File: src/rtl/step_pulse_capture_if.sv
`default_nettype none
//==============================================================================
// Module      : step_pulse_capture_if
// Description : Pin, control and measurement bundle of step_pulse_capture.
//               The optional min/max outputs exist with STEP_PULSE_CAPTURE_MINMAX_EN.
// Revision    : 1.0 - initial release
//==============================================================================
interface step_pulse_capture_if;
    logic        pluse_in;
    logic        dir_in;
    logic        pluse_idle_level;
    logic        capture_en;
    logic        cnt_clear;
    logic [31:0] timeout_period;
    logic [31:0] pulse_count;
    logic [31:0] period_out;
    logic [31:0] high_width_out;
    logic        period_valid;
    logic        width_valid;
    logic        timeout_flag;
    logic        busy_state;
`ifdef STEP_PULSE_CAPTURE_MINMAX_EN
    logic [31:0] period_min;
    logic [31:0] period_max;
`endif

    modport slave (
        input  pluse_in, dir_in, pluse_idle_level, capture_en, cnt_clear, timeout_period,
        output pulse_count, period_out, high_width_out, period_valid, width_valid,
               timeout_flag, busy_state
`ifdef STEP_PULSE_CAPTURE_MINMAX_EN
        , output period_min, period_max
`endif
    );

    modport master (
        output pluse_in, dir_in, pluse_idle_level, capture_en, cnt_clear, timeout_period,
        input  pulse_count, period_out, high_width_out, period_valid, width_valid,
               timeout_flag, busy_state
`ifdef STEP_PULSE_CAPTURE_MINMAX_EN
        , input period_min, period_max
`endif
    );
endinterface
`default_nettype wire

File: src/rtl/step_pulse_capture.sv
`default_nettype none
//==============================================================================
// Module      : step_pulse_capture
// Description : Step/dir capture: sync, glitch filter, signed step count, period
//               and width measurement, pulse-loss timeout. Optional period min/max
//               tracking is enabled by STEP_PULSE_CAPTURE_MINMAX_EN.
// Revision    : 1.0 - initial release
//==============================================================================
module step_pulse_capture #(
    parameter int SYNC_STAGES        = 2,
    parameter int GLITCH_FILTER_CLKS = 4
) (
    input  wire                 sys_clk,
    input  wire                 sys_rst_n,
    step_pulse_capture_if.slave bus
);
    localparam logic [1:0] c_IDLE      = 2'd0;
    localparam logic [1:0] c_ACTIVE    = 2'd1;
    localparam logic [1:0] c_INACTIVE  = 2'd2;
    localparam logic [7:0] c_FILT_LAST = 8'(GLITCH_FILTER_CLKS - 1);

    logic [SYNC_STAGES-1:0] r_psync;
    logic [SYNC_STAGES-1:0] r_dsync;
    logic                   r_filt;
    logic                   r_filt_d;
    logic [7:0]             r_fcnt;
    logic [1:0]             r_state;
    logic [1:0]             w_state_nxt;
    logic [31:0]            r_elapsed;
    logic [31:0]            r_count;
    logic [31:0]            r_period;
    logic [31:0]            r_width;
    logic                   r_pv;
    logic                   r_wv;
    logic                   r_flag;
    logic                   w_en;
    logic                   w_idle;
    logic                   w_samp;
    logic                   w_dir;
    logic                   w_rise;
    logic                   w_fall;
    logic                   w_timeout;
    logic                   w_period_stb;
    logic                   w_width_stb;
    logic                   w_restart;

    assign w_en   = bus.capture_en;
    assign w_idle = bus.pluse_idle_level;
    assign w_samp = r_psync[SYNC_STAGES-1];
    assign w_dir  = r_dsync[SYNC_STAGES-1];

    // While disabled the pulse chain is parked at idle so re-enabling cannot fake an edge
    always_ff @(posedge sys_clk or negedge sys_rst_n) begin
        if (!sys_rst_n) begin
            r_psync <= '0;
            r_dsync <= '0;
        end else begin
            r_psync <= w_en ? {r_psync[SYNC_STAGES-2:0], bus.pluse_in} : {SYNC_STAGES{w_idle}};
            r_dsync <= {r_dsync[SYNC_STAGES-2:0], bus.dir_in};
        end
    end

    always_ff @(posedge sys_clk or negedge sys_rst_n) begin
        if (!sys_rst_n) begin
            r_filt   <= 1'b0;
            r_filt_d <= 1'b0;
            r_fcnt   <= '0;
        end else if (!w_en) begin
            r_filt   <= w_idle;
            r_filt_d <= w_idle;
            r_fcnt   <= '0;
        end else begin
            r_filt_d <= r_filt;
            if (w_samp != r_filt) begin
                if (r_fcnt == c_FILT_LAST) begin
                    r_filt <= w_samp;
                    r_fcnt <= '0;
                end else begin
                    r_fcnt <= r_fcnt + 8'd1;
                end
            end else begin
                r_fcnt <= '0;
            end
        end
    end

    assign w_rise    = w_en && (r_filt != w_idle) && (r_filt_d == w_idle);
    assign w_fall    = w_en && (r_filt == w_idle) && (r_filt_d != w_idle);
    assign w_timeout = w_en && (r_state != c_IDLE) && (bus.timeout_period != 32'd0) &&
                       (r_elapsed == bus.timeout_period);

    always_ff @(posedge sys_clk or negedge sys_rst_n) begin
        if (!sys_rst_n) r_state <= c_IDLE;
        else            r_state <= w_state_nxt;
    end

    always_comb begin
        w_state_nxt = r_state;
        if (!w_en || w_timeout) begin
            w_state_nxt = c_IDLE;
        end else begin
            case (r_state)
                c_IDLE:     if (w_rise) w_state_nxt = c_ACTIVE;
                c_ACTIVE:   if (w_fall) w_state_nxt = c_INACTIVE;
                c_INACTIVE: if (w_rise) w_state_nxt = c_ACTIVE;
                default:    w_state_nxt = c_IDLE;
            endcase
        end
    end

    // Timeout outranks a coincident edge: the partial measurement is dropped
    always_comb begin
        w_period_stb = 1'b0;
        w_width_stb  = 1'b0;
        w_restart    = 1'b0;
        if (w_en && !w_timeout) begin
            w_period_stb = (r_state == c_INACTIVE) && w_rise;
            w_width_stb  = (r_state == c_ACTIVE) && w_fall;
            w_restart    = (r_state != c_ACTIVE) && w_rise;
        end
    end

    always_ff @(posedge sys_clk or negedge sys_rst_n) begin
        if (!sys_rst_n)                   r_elapsed <= '0;
        else if (w_state_nxt == c_IDLE)   r_elapsed <= '0;
        else if (w_restart)               r_elapsed <= 32'd1;
        else if (r_elapsed != 32'hFFFF_FFFF) r_elapsed <= r_elapsed + 32'd1;
    end

    always_ff @(posedge sys_clk or negedge sys_rst_n) begin
        if (!sys_rst_n) begin
            r_pv     <= 1'b0;
            r_wv     <= 1'b0;
            r_period <= '0;
            r_width  <= '0;
            r_count  <= '0;
            r_flag   <= 1'b0;
        end else begin
            r_pv <= w_period_stb;
            r_wv <= w_width_stb;
            if (w_period_stb) r_period <= r_elapsed;
            if (w_width_stb)  r_width  <= r_elapsed;
            if (bus.cnt_clear)   r_count <= '0;
            else if (w_rise)     r_count <= w_dir ? r_count + 32'd1 : r_count - 32'd1;
            if (w_timeout)                      r_flag <= 1'b1;
            else if (bus.cnt_clear || w_rise)   r_flag <= 1'b0;
        end
    end

    assign bus.pulse_count    = r_count;
    assign bus.period_out     = r_period;
    assign bus.high_width_out = r_width;
    assign bus.period_valid   = r_pv;
    assign bus.width_valid    = r_wv;
    assign bus.timeout_flag   = r_flag;
    assign bus.busy_state     = (r_state != c_IDLE);

`ifdef STEP_PULSE_CAPTURE_MINMAX_EN
    logic [31:0] r_pmin;
    logic [31:0] r_pmax;

    always_ff @(posedge sys_clk or negedge sys_rst_n) begin
        if (!sys_rst_n) begin
            r_pmin <= 32'hFFFF_FFFF;
            r_pmax <= '0;
        end else if (bus.cnt_clear) begin
            r_pmin <= 32'hFFFF_FFFF;
            r_pmax <= '0;
        end else if (w_period_stb) begin
            if (r_elapsed < r_pmin) r_pmin <= r_elapsed;
            if (r_elapsed > r_pmax) r_pmax <= r_elapsed;
        end
    end

    assign bus.period_min = r_pmin;
    assign bus.period_max = r_pmax;
`endif
endmodule
`default_nettype wire

File: src/flat_wrapper.sv
// flat-port wrapper written by rule: the top's interface ports become plain ports
module step_pulse_capture_flat 
#(
    parameter int SYNC_STAGES        = 2,
    parameter int GLITCH_FILTER_CLKS = 4
)
  (sys_clk, sys_rst_n, bus_pluse_in, bus_dir_in, bus_pluse_idle_level, bus_capture_en, bus_cnt_clear, bus_timeout_period, bus_pulse_count, bus_period_out, bus_high_width_out, bus_period_valid, bus_width_valid, bus_timeout_flag, bus_busy_state);
  step_pulse_capture_if bus_i ();
  input  wire sys_clk;
  input  wire sys_rst_n;
  input wire logic [$bits(bus_i.pluse_in)-1:0] bus_pluse_in;
  input wire logic [$bits(bus_i.dir_in)-1:0] bus_dir_in;
  input wire logic [$bits(bus_i.pluse_idle_level)-1:0] bus_pluse_idle_level;
  input wire logic [$bits(bus_i.capture_en)-1:0] bus_capture_en;
  input wire logic [$bits(bus_i.cnt_clear)-1:0] bus_cnt_clear;
  input wire logic [$bits(bus_i.timeout_period)-1:0] bus_timeout_period;
  output wire logic [$bits(bus_i.pulse_count)-1:0] bus_pulse_count;
  output wire logic [$bits(bus_i.period_out)-1:0] bus_period_out;
  output wire logic [$bits(bus_i.high_width_out)-1:0] bus_high_width_out;
  output wire logic [$bits(bus_i.period_valid)-1:0] bus_period_valid;
  output wire logic [$bits(bus_i.width_valid)-1:0] bus_width_valid;
  output wire logic [$bits(bus_i.timeout_flag)-1:0] bus_timeout_flag;
  output wire logic [$bits(bus_i.busy_state)-1:0] bus_busy_state;
  assign bus_i.pluse_in = bus_pluse_in;
  assign bus_i.dir_in = bus_dir_in;
  assign bus_i.pluse_idle_level = bus_pluse_idle_level;
  assign bus_i.capture_en = bus_capture_en;
  assign bus_i.cnt_clear = bus_cnt_clear;
  assign bus_i.timeout_period = bus_timeout_period;
  assign bus_pulse_count = bus_i.pulse_count;
  assign bus_period_out = bus_i.period_out;
  assign bus_high_width_out = bus_i.high_width_out;
  assign bus_period_valid = bus_i.period_valid;
  assign bus_width_valid = bus_i.width_valid;
  assign bus_timeout_flag = bus_i.timeout_flag;
  assign bus_busy_state = bus_i.busy_state;
  step_pulse_capture #(.SYNC_STAGES(SYNC_STAGES), .GLITCH_FILTER_CLKS(GLITCH_FILTER_CLKS)) u_core (.sys_clk(sys_clk), .sys_rst_n(sys_rst_n), .bus(bus_i));
endmodule
File: config.mk
export PLATFORM = sky130hd
export DESIGN_NAME = step_pulse_capture_flat
export DESIGN_NICKNAME = d
export VERILOG_FILES = /design/src/rtl/step_pulse_capture_if.sv /design/src/rtl/step_pulse_capture.sv /design/src/flat_wrapper.sv
export SDC_FILE = /design/constraint.sdc
export NUM_CORES = 1
export LEC_CHECK = 0
export CELL_PAD_IN_SITES_DETAIL_PLACEMENT = 1
export CELL_PAD_IN_SITES_GLOBAL_PLACEMENT = 2
export CORE_MARGIN = 4
export CORE_UTILIZATION = 28
export DETAILED_ROUTE_END_ITERATION = 8
export GPL_TIMING_DRIVEN = 0
export PLACE_DENSITY_LB_ADDON = 0.1
export SKIP_LAST_GASP = 1
export SLEW_MARGIN = 20
export SYNTH_ARGS = -nofsm -noshare
export SYNTH_HDL_FRONTEND = slang
export SYNTH_SLANG_ARGS = --single-unit
File: constraint.sdc
create_clock -name sys_clk -period 9.82 [get_ports sys_clk]
set_clock_uncertainty 0.2 [all_clocks]
set_input_delay 1.964 -clock sys_clk [delete_from_list [all_inputs] [get_ports sys_clk]]
set_output_delay 1.964 -clock sys_clk [all_outputs]
set_load 0.05 [all_outputs]
# Yosys cells after proc, flatten, opt, wreduce, memory -nomap -nowiden
# Index checks and enable logic that the tools add are counted.
[classes] eq_ne=13 n_reduce_logical=24 n_mux=23 addsub=4
[op_table] op="$mux W32" n=6
[op_table] op="$add A32 B1 Y32 const B" n=2
[op_table] op="$eq A32 B32 Y1" n=1
[op_table] op="$ne A32 B32 Y1 const B" n=1
[op_table] op="$reduce_bool A32 Y1" n=1
[op_table] op="$sub A32 B1 Y32 const B" n=1
[op_table] op="$mux W8" n=3
[op_table] op="$logic_and A1 B1 Y1" n=11
[op_table] op="$mux W1" n=9
[op_table] op="$add A8 B1 Y8 const B" n=1
[op_table] op="$eq A8 B2 Y1 const B" n=1
[op_table] op="$mux W2" n=4
[op_table] op="$ne A2 B1 Y1 const B" n=3
[op_table] op="$reduce_bool A2 Y1" n=3
[op_table] op="$logic_not A2 Y1" n=2
[op_table] op="$pmux W2 S2" n=1
[op_table] op="$ne A1 B1 Y1" n=3
[op_table] op="$reduce_bool A3 Y1" n=1
[op_table] op="$eq A1 B1 Y1" n=2
[op_table] op="$eq A2 B1 Y1 const B" n=1
[op_table] op="$eq A2 B2 Y1 const B" n=1
[op_table] op="$logic_not A1 Y1" n=2
[op_table] op="$logic_or A1 B1 Y1" n=2
[op_table] op="$reduce_and A2 Y1" n=1
[op_table] op="$reduce_or A2 Y1" n=1
[totals] out_inout_bits=100 ff_bits=147

# Depth between registers and ports, before layout
# Gate-level depths: netlist of the first run.
[logic_depth] ltp_word=9 depth_mapped=11 mapped_depth_nobuf=10

# Least setup slack after synthesis of the first run
# Ideal clock, no wire load.
[synth_timing] path_kind="in2reg" from="input port bus_capture_en" to="register u_core.r_period[10], in the netlist u_core.bus.period_out[10]" path_stages=7 path_buffers=3 setup_time_ps=125 path_slack_ps=5859 arrival_time_ps=3637 cell_sequence="clkbuf_1 -> and2_1 -> clkbuf_1 -> nand2_1 -> nor2_1 -> clkbuf_1 -> mux2_2"
[synth_between] elab_chain_cells=6 word_cells_on_any_way=9 classes_between="mux (1); reduce/logical (8)"
[synth_lines] item="start: declaration" line="flat_wrapper.sv:14" text="input wire logic [$bits(bus_i.capture_en)-1:0] bus_capture_en;"
[synth_lines] item="$logic_and A1 B1 Y1 (3 in series)" line="step_pulse_capture.sv:89" text="assign w_timeout = w_en && (r_state != c_IDLE) && (bus.timeout_period != 32'd0) &&"
[synth_lines] item="$logic_not A1 Y1" line="step_pulse_capture.sv:116" text="if (w_en && !w_timeout) begin"
[synth_lines] item="$logic_and A1 B1 Y1" line="step_pulse_capture.sv:116"
[synth_lines] item="$mux W1 *" line="step_pulse_capture.sv:116"
[synth_lines] item="end signal: assignment" line="step_pulse_capture.sv:141" text="if (w_period_stb) r_period <= r_elapsed;"
[synth_lines] item="end: declaration" line="step_pulse_capture.sv:31" text="logic [31:0] r_period;"
# Every way passes the cells marked *; elsewhere a longest branch is shown, timed or not.
# A chain may end at the register's enable or synchronous reset.

# Worst setup path after layout of the first run
[layout_timing] from="input port bus_timeout_period[16]" to="register u_core.r_width[7], in the netlist u_core.bus.high_width_out[7]"
[layout_between] elab_chain_cells=6 word_cells_on_any_way=7 classes_between="eq/ne (1); mux (1); reduce/logical (5)"
[layout_lines] item="start: declaration" line="flat_wrapper.sv:16" text="input wire logic [$bits(bus_i.timeout_period)-1:0] bus_timeout_period;"
[layout_lines] item="$reduce_bool A32 Y1" line="step_pulse_capture.sv:89"
[layout_lines] item="$logic_and A1 B1 Y1" line="step_pulse_capture.sv:89"
[layout_lines] item="$logic_and A1 B1 Y1 *" line="step_pulse_capture.sv:89"
[layout_lines] item="$logic_not A1 Y1 *" line="step_pulse_capture.sv:116"
[layout_lines] item="$logic_and A1 B1 Y1 *" line="step_pulse_capture.sv:116"
[layout_lines] item="$mux W1 *" line="step_pulse_capture.sv:116"
[layout_lines] item="end signal: assignment" line="step_pulse_capture.sv:142" text="if (w_width_stb) r_width <= r_elapsed;"
[layout_lines] item="end: declaration" line="step_pulse_capture.sv:32" text="logic [31:0] r_width;"
# Marks and branches as above.

==> impl_metrics.env, run 1 <==
export IMPL_status="finished clean"
export IMPL_post_drt_wl_per_cell_um=19.2
export IMPL_diodes=0
export IMPL_grt_use_total=0.173
export IMPL_grt_pass1_vias=7255
export IMPL_worst_pin_slew_ns=0.791
export IMPL_seq_power_share=0.410
export IMPL_ys_top_cells_by_count="147 x dfrtp_1, 74 x a21oi_1, 74 x nand2_1, 64 x mux2_2, 57 x xor2_1"
export IMPL_cpLargestDelayFamily="simple AND/OR/NAND/NOR gates"
export IMPL_ys_seq_elements=147
export IMPL_synth_top_area_frac=0.448
export IMPL_synth_edf_count=0
export IMPL_cts_setup_buffers=0
export IMPL_syn_to_final_growth_pct=30.3
export IMPL_vias=6664
export IMPL_core_area_sq_mm=0.0288
export IMPL_leakagePower_uw=0.00481
export IMPL_clock_path_buffers=2
export IMPL_drt_initial_drc_count=284
export IMPL_worstReg2RegEnd="u_core.bus.pulse_count[28]$_DFFE_PN0P_"
export IMPL_crit_fanout=10
export IMPL_fin_crit_ns=4.75
export IMPL_cpMaxStageDelayCell="nor2_1"
export IMPL_gp_congestion=0.795
export IMPL_cts_buffers=17
export IMPL_vias_per_cell=4.83
export IMPL_drive_above_1_share=0.121
export IMPL_crit_start="bus_timeout_period[16]"
export IMPL_dr_pass1_iters=4
export IMPL_post_route_period_util=0.483
export IMPL_clock_root_buffer="clkbuf_16"
export IMPL_relSlewSlack=0.472
export IMPL_io_pins=139
export IMPL_setup_violations_final=0
export IMPL_drt_antenna_violating_nets=0
export IMPL_p_clk_frac=0.431
export IMPL_start_kind="input port"
export IMPL_tritoncts="built"
export IMPL_cp_arrival_ns=4.86
export IMPL_port_buffers=136
export IMPL_yosysSeqAreaShare=0.448
export IMPL_antenna_found_initial=0
export IMPL_synth_avg_cell_area_sq_um=9.95
export IMPL_synth_nets=897
export IMPL_endpoint="u_core.bus.high_width_out[7]$_DFFE_PN0P_"
export IMPL_fin_util=0.371
export IMPL_grt_ovfl_total=0
export IMPL_synth_area_leaders="dfrtp_1 45%, mux2_2 8.8%, xor2_1 6.1%"
export IMPL_worstSetupEndpointType="flop"
export IMPL_start_util=0.285
export IMPL_cts_htree_levels=4
export IMPL_rsz0062_at_grt="false"
export IMPL_switching_share=0.307
export IMPL_powerDensity_mw_per_mm2=144
export IMPL_wl_um=26500
export IMPL_ir_worst_vdd_uv=116
export IMPL_clk_latency_ns=0.44
export IMPL_postSynthCellCount=825
export IMPL_die_w_um=179
export IMPL_final_hold_viol_count=0
export IMPL_clk_pin_slew_worst_paths_ns=0.06
export IMPL_dp_hpwl_um=19600
export IMPL_p_switching_uw=473
export IMPL_hold_class="flop to flop"
export IMPL_worstPathRequired_ns=9.93
export IMPL_cp_depth=9
export IMPL_path_class="input port to flop"
export IMPL_cpMostUsedCell="nor2_1"
export IMPL_drv_slew=0
export IMPL_ctsResizeCount=0
export IMPL_clock_fmax_ghz=0.211
export IMPL_rows=62
export IMPL_synth_flop_cell="dfrtp_1"
export IMPL_rr_worst_depth=10
export IMPL_grt_max_degree=60
export IMPL_cp_num_buf_inv=2
export IMPL_r2r_start="u_core.r_dsync[1]$_DFF_PN0_"
export IMPL_cts_sinks=147
export IMPL_critical_path_cell_chain="clkdlybuf4s50_1 > nor4_1 > nand4_1 > nor2_1 > nor4_2 > nand2b_1 > nor2_1 > buf_2 > mux2_2"
export IMPL_drc=0
export IMPL_grt_pass1_wl_um=43100
export IMPL_rrSetupSlack_ns=5.85
export IMPL_pwr_share_comb=0.159
export IMPL_netlist_area_sq_mm=0.00821
export IMPL_synth_area_leader_cell="dfrtp_1"
export IMPL_cap_violations=0
export IMPL_ys_async_sr_fraction=1.00
export IMPL_cts_hold_buf=0
export IMPL_fillers=3222
export IMPL_nNetsFinal=1054
export IMPL_max_stage_delay_ns=0.59
export IMPL_synth_most_common_cell="dfrtp_1"
export IMPL_fp_dieH_um=179
export IMPL_p_int_uw=1070
export IMPL_yosysWarnings=0
export IMPL_die_area_sq_mm=0.0321
export IMPL_total_power_uw=1540
export IMPL_synth_distinct_cells=54
==> cells by family after synthesis <==
family / after synthesis / synth area share
flip-flops: 147 / 0.448
multiplexers: 70 / 0.0951
adder cells (fa/ha/maj): 33 / 0.0512
XOR/XNOR: 85 / 0.0907
AO/OA/AOI/OAI: 167 / 0.129
buffers and inverters: 66 / 0.0319
AND/OR/NAND/NOR: 257 / 0.154
==> stage by stage <==
stage / TNS, ns / hold slack, ns / area (sq um) / setup slack [ns] / std cells
final: 0 / 0.194 / 10700 / 5.07 / 1379
after global routing: 0 / 0.214 / 10700 / 4.81 / 1379
after CTS: 0 / 0.209 / 10700 / 5.03 / 1379
after detailed placement: 0 / 0.173 / 10100 / 4.56 / 1347
after global placement: -13.63 / 0.189 / 10000 / -0.111 / 1345
after floorplan: 0 / 0.131 / 8210 / 5.86 / 825
==> sequential cells by signal, indices dropped and copies added (netlist names) <==
signal                     cells
u_core.bus.high_width_out     32
u_core.bus.period_out         32
u_core.bus.pulse_count        32
u_core.r_elapsed              32
u_core.r_fcnt                  8
u_core.r_dsync                 2
u_core.r_psync                 2
u_core.r_state                 2
u_core.bus.period_valid        1
u_core.bus.timeout_flag        1
u_core.bus.width_valid         1
u_core.r_filt                  1
u_core.r_filt_d                1
==> worst min path at each step <==
stage                     cells after the start                           to                        start
final                                         0  u_core.r_dsync[1]$_DFF_PN0_  u_core.r_dsync[0]$_DFF_PN0_
after global routing                          0  u_core.r_dsync[1]$_DFF_PN0_  u_core.r_dsync[0]$_DFF_PN0_
after global placement                        0  u_core.r_dsync[1]$_DFF_PN0_  u_core.r_dsync[0]$_DFF_PN0_
after floorplan                               0  u_core.r_dsync[1]$_DFF_PN0_  u_core.r_dsync[0]$_DFF_PN0_
after detailed placement                      0  u_core.r_dsync[1]$_DFF_PN0_  u_core.r_dsync[0]$_DFF_PN0_
after CTS                                     0  u_core.r_dsync[1]$_DFF_PN0_  u_core.r_dsync[0]$_DFF_PN0_
==> power by group through the flow <==
stage | clock network, uW | registers, uW | logic (uW)
4_1_cts | 679 | 632 | 249
2_1_floorplan | 0 | 671 | 120
6_report | 663 | 631 | 245
5_1_grt | 708 | 633 | 271
3_5_place_dp | 0 | 643 | 248
3_3_place_gp | 0 | 643 | 245
==> area by class of cell <==
type                       count  area (sq um)  area share
timing repair buffer         138          1420       0.133
buffer                        53           213      0.0199
tap                          384           480      0.0449
clock inverter                15           156      0.0146
clock buffer                  17           425      0.0398
sequential                   147          3680       0.344
inverter                      13          48.8     0.00456
multi-input combinational    612          4270       0.399
==> cell usage in the layout, fill, tap and decap left out, types with 4 or more instances in the layout <==
cell | Yosys | final
clkdlybuf4s50_1 | 0 | 135
clkbuf_1 | 41 | 41
ha_1 | 32 | 32
o21ai_0 | 18 | 18
o211ai_1 | 7 | 7
nor4_1 | 18 | 18
o21a_1 | 4 | 4
inv_1 | 13 | 12
xor2_1 | 57 | 57
buf_2 | 11 | 11
nand3_1 | 37 | 37
nand4_1 | 18 | 18
o31ai_1 | 5 | 5
a31oi_1 | 4 | 4
a211oi_1 | 9 | 9
xnor2_1 | 28 | 28
nor3_1 | 12 | 12
a21o_1 | 24 | 24
a21oi_1 | 74 | 74
nor2_1 | 52 | 52
nand2b_1 | 5 | 5
and3_1 | 17 | 17
a311oi_1 | 4 | 4
mux2_2 | 64 | 64
mux2i_1 | 6 | 6
clkbuf_16 | 0 | 17
inv_6 | 0 | 7
and4_1 | 4 | 4
nand2_1 | 74 | 74
nor2b_1 | 4 | 4
dfrtp_1 | 147 | 147
==> worst reg2reg max path: cells and delay by family (launching register included) <==
family                   cells  cell delay [ns]
AO/OA/AOI/OAI                6             1.79
buffers and inverters        1             0.59
adder cells (fa/ha/maj)      1             0.44
AND/OR/NAND/NOR              2             0.43
flip-flops                   1             0.41
==> layer usage <==
metal	part of all wire	track usage	wire length, um
met3	0.028	0.0329	744
met4	0.0086	0.0343	228
met1	0.53	0.260	13900
met5	0	0	0
met2	0.44	0.259	11600
No activity file was read; power rests on OpenSTA's default activity.
==> run 2, diff against run 1 <==
==> constraint.sdc (replaced) <==
create_clock -name sys_clk -period 4.01 [get_ports sys_clk]
set_clock_uncertainty 0.2 [all_clocks]
set_input_delay 0.802 -clock sys_clk [delete_from_list [all_inputs] [get_ports sys_clk]]
set_output_delay 0.802 -clock sys_clk [all_outputs]
set_load 0.05 [all_outputs]
==> impl_metrics.env, run 2 (synthesized netlist as in run 1, its figures left out) <==
export IMPL_p_clk_frac=0.430
export IMPL_worstPathRequired_ns=4.12
export IMPL_seq_power_share=0.410
export IMPL_rsz0062_at_grt="false"
export IMPL_rows=62
export IMPL_cts_htree_levels=4
export IMPL_dp_hpwl_um=19600
export IMPL_clock_path_buffers=2
export IMPL_setup_tns_ns=0
export IMPL_grt_use_total=0.173
export IMPL_status="finished clean"
export IMPL_grt_ovfl_total=0
export IMPL_dr_pass1_iters=4
export IMPL_start_util=0.285
export IMPL_wl_um=26500
export IMPL_drt_initial_drc_count=276
export IMPL_fin_ws_ns=0.289
export IMPL_start_kind="flop"
export IMPL_fin_crit_ns=3.72
export IMPL_leakagePower_uw=0.00481
export IMPL_mostFrequentLayoutCell="dfrtp_1"
export IMPL_p_switching_uw=1160
export IMPL_core_area_sq_mm=0.0288
export IMPL_grt_max_degree=60
export IMPL_path_class="flop to flop"
export IMPL_pwr_share_comb=0.159
export IMPL_nNetsFinal=1054
export IMPL_fin_util=0.372
export IMPL_cts_buffers=17
export IMPL_clock_root_buffer="clkbuf_16"
export IMPL_setup_violations_final=0
export IMPL_vias=6705
export IMPL_diodes=0
export IMPL_ctsResizeCount=0
export IMPL_grt_pass1_wl_um=43100
export IMPL_clk_latency_ns=0.44
export IMPL_crit_fanout=35
export IMPL_powerDensity_mw_per_mm2=352
export IMPL_total_power_uw=3770
export IMPL_worstSetupEndpointType="flop"
export IMPL_die_area_sq_mm=0.0321
export IMPL_dp_cells=1347
export IMPL_vias_per_cell=4.86
export IMPL_mostFrequentLayoutCells="147 x dfrtp_1, 135 x clkdlybuf4s50_1, 74 x a21oi_1, 74 x nand2_1, 64 x mux2_2"
export IMPL_gp_congestion=0.795
export IMPL_worst_pin_slew_ns=0.695
export IMPL_ir_worst_vdd_uv=283
export IMPL_fillers=3220
export IMPL_io_pins=139
export IMPL_port_buffers=136
export IMPL_fp_dieH_um=179
export IMPL_tritoncts="built"
export IMPL_relSlewSlack=0.535
export IMPL_final_hold_viol_count=0
export IMPL_cts_sinks=147
export IMPL_drive_above_1_share=0.121
export IMPL_post_drt_wl_per_cell_um=19.3
export IMPL_die_w_um=179
export IMPL_grt_pass1_vias=7255
export IMPL_drt_antenna_violating_nets=0
export IMPL_clock_fmax_ghz=0.269
export IMPL_clk_pin_slew_worst_paths_ns=0.06
export IMPL_cts_hold_buf=0
export IMPL_cp_arrival_ns=3.83
export IMPL_post_route_period_util=0.928
export IMPL_stdcell_count=1379
export IMPL_antenna_found_initial=0
export IMPL_syn_to_final_growth_pct=30.3
export IMPL_p_int_uw=2610
export IMPL_switching_share=0.307
export IMPL_drv_slew=0
export IMPL_cts_setup_buffers=0
export IMPL_cap_violations=0
export IMPL_drc=0
export IMPL_preCtsSetupSlack_ns=-0.0862
export IMPL_hold_class="input port to async pin"
==> run 2: cell count changes in the layout (fill, tap and decap cells not counted) <==
cell,before,now
inv_4,0,1
inv_2,1,0
==> run 2: path summary, 6_finish.rpt <==
check | depth (start not counted) | slack [ns] | startpoint | end
hold reg to reg | 0 | 0.20 | u_core.r_dsync[0]$_DFF_PN0_ | u_core.r_dsync[1]$_DFF_PN0_
min in group sys_clk | 0 | 0.20 | u_core.r_dsync[0]$_DFF_PN0_ | u_core.r_dsync[1]$_DFF_PN0_
setup / recovery | 10 | 0.29 | u_core.r_dsync[1]$_DFF_PN0_ | u_core.bus.pulse_count[28]$_DFFE_PN0P_
setup reg to reg | 10 | 0.29 | u_core.r_dsync[1]$_DFF_PN0_ | u_core.bus.pulse_count[28]$_DFFE_PN0P_
max in group asynchronous | 3 | 2.62 | sys_rst_n | u_core.bus.period_valid$_DFF_PN0_
hold / removal | 1 | 0.05 | sys_rst_n | u_core.bus.period_out[8]$_DFFE_PN0P_
==> run 2: worst max-delay path: stages (launching register included) <==
cell       delay, ns
dfrtp_1         0.43
inv_4           0.37
ha_1            0.38
a21o_1          0.20
a221o_1         0.42
a2111o_1        0.46
a2111oi_2       0.34
or3_2           0.25
o211ai_2        0.10
and3_1          0.18
a211o_1         0.26
==> run 2: layout make-up <==
cell class / count / area, sq um / area share
Multi-Input combinational cell: 612 / 4270 / 0.399
Sequential cell: 147 / 3680 / 0.344
Timing Repair Buffer: 138 / 1420 / 0.133
Tap cell: 384 / 480 / 0.0449
Clock buffer: 17 / 425 / 0.0398
Buffer: 53 / 213 / 0.0199
Clock inverter: 15 / 156 / 0.0146
Inverter: 13 / 51.3 / 0.00480
==> run 2: per-stage QoR <==
| step | hold WS, ns | instance area, sq um |
|---|---|---|
| 4_1_cts | 0.0418 | 10700 |
| 3_3_place_gp | 0.189 | 10000 |
| 5_1_grt | 0.0505 | 10700 |
| 3_5_place_dp | 0.173 | 10100 |
| 2_1_floorplan | 0.131 | 8210 |
| 6_report | 0.0466 | 10700 |
==> run 2: power groups by stage <==
stage	combinational (uW)	clock [uW]	sequential, uW
floorplan	295	0	1640
global placement	599	0	1580
detailed placement	606	0	1570
CTS	609	1660	1550
global route	665	1730	1550
finish	599	1620	1550
==> run 2: layer usage <==
| metal | GRT usage | up-vias | share of wire |
|---|---|---|---|
| li1 | - | 3282 | - |
| met1 | 0.260 | 3316 | 0.53 |
| met2 | 0.259 | 89 | 0.44 |
| met3 | 0.0329 | 18 | 0.029 |
| met4 | 0.0343 | 0 | 0.0086 |
| met5 | 0 | - | 0 |
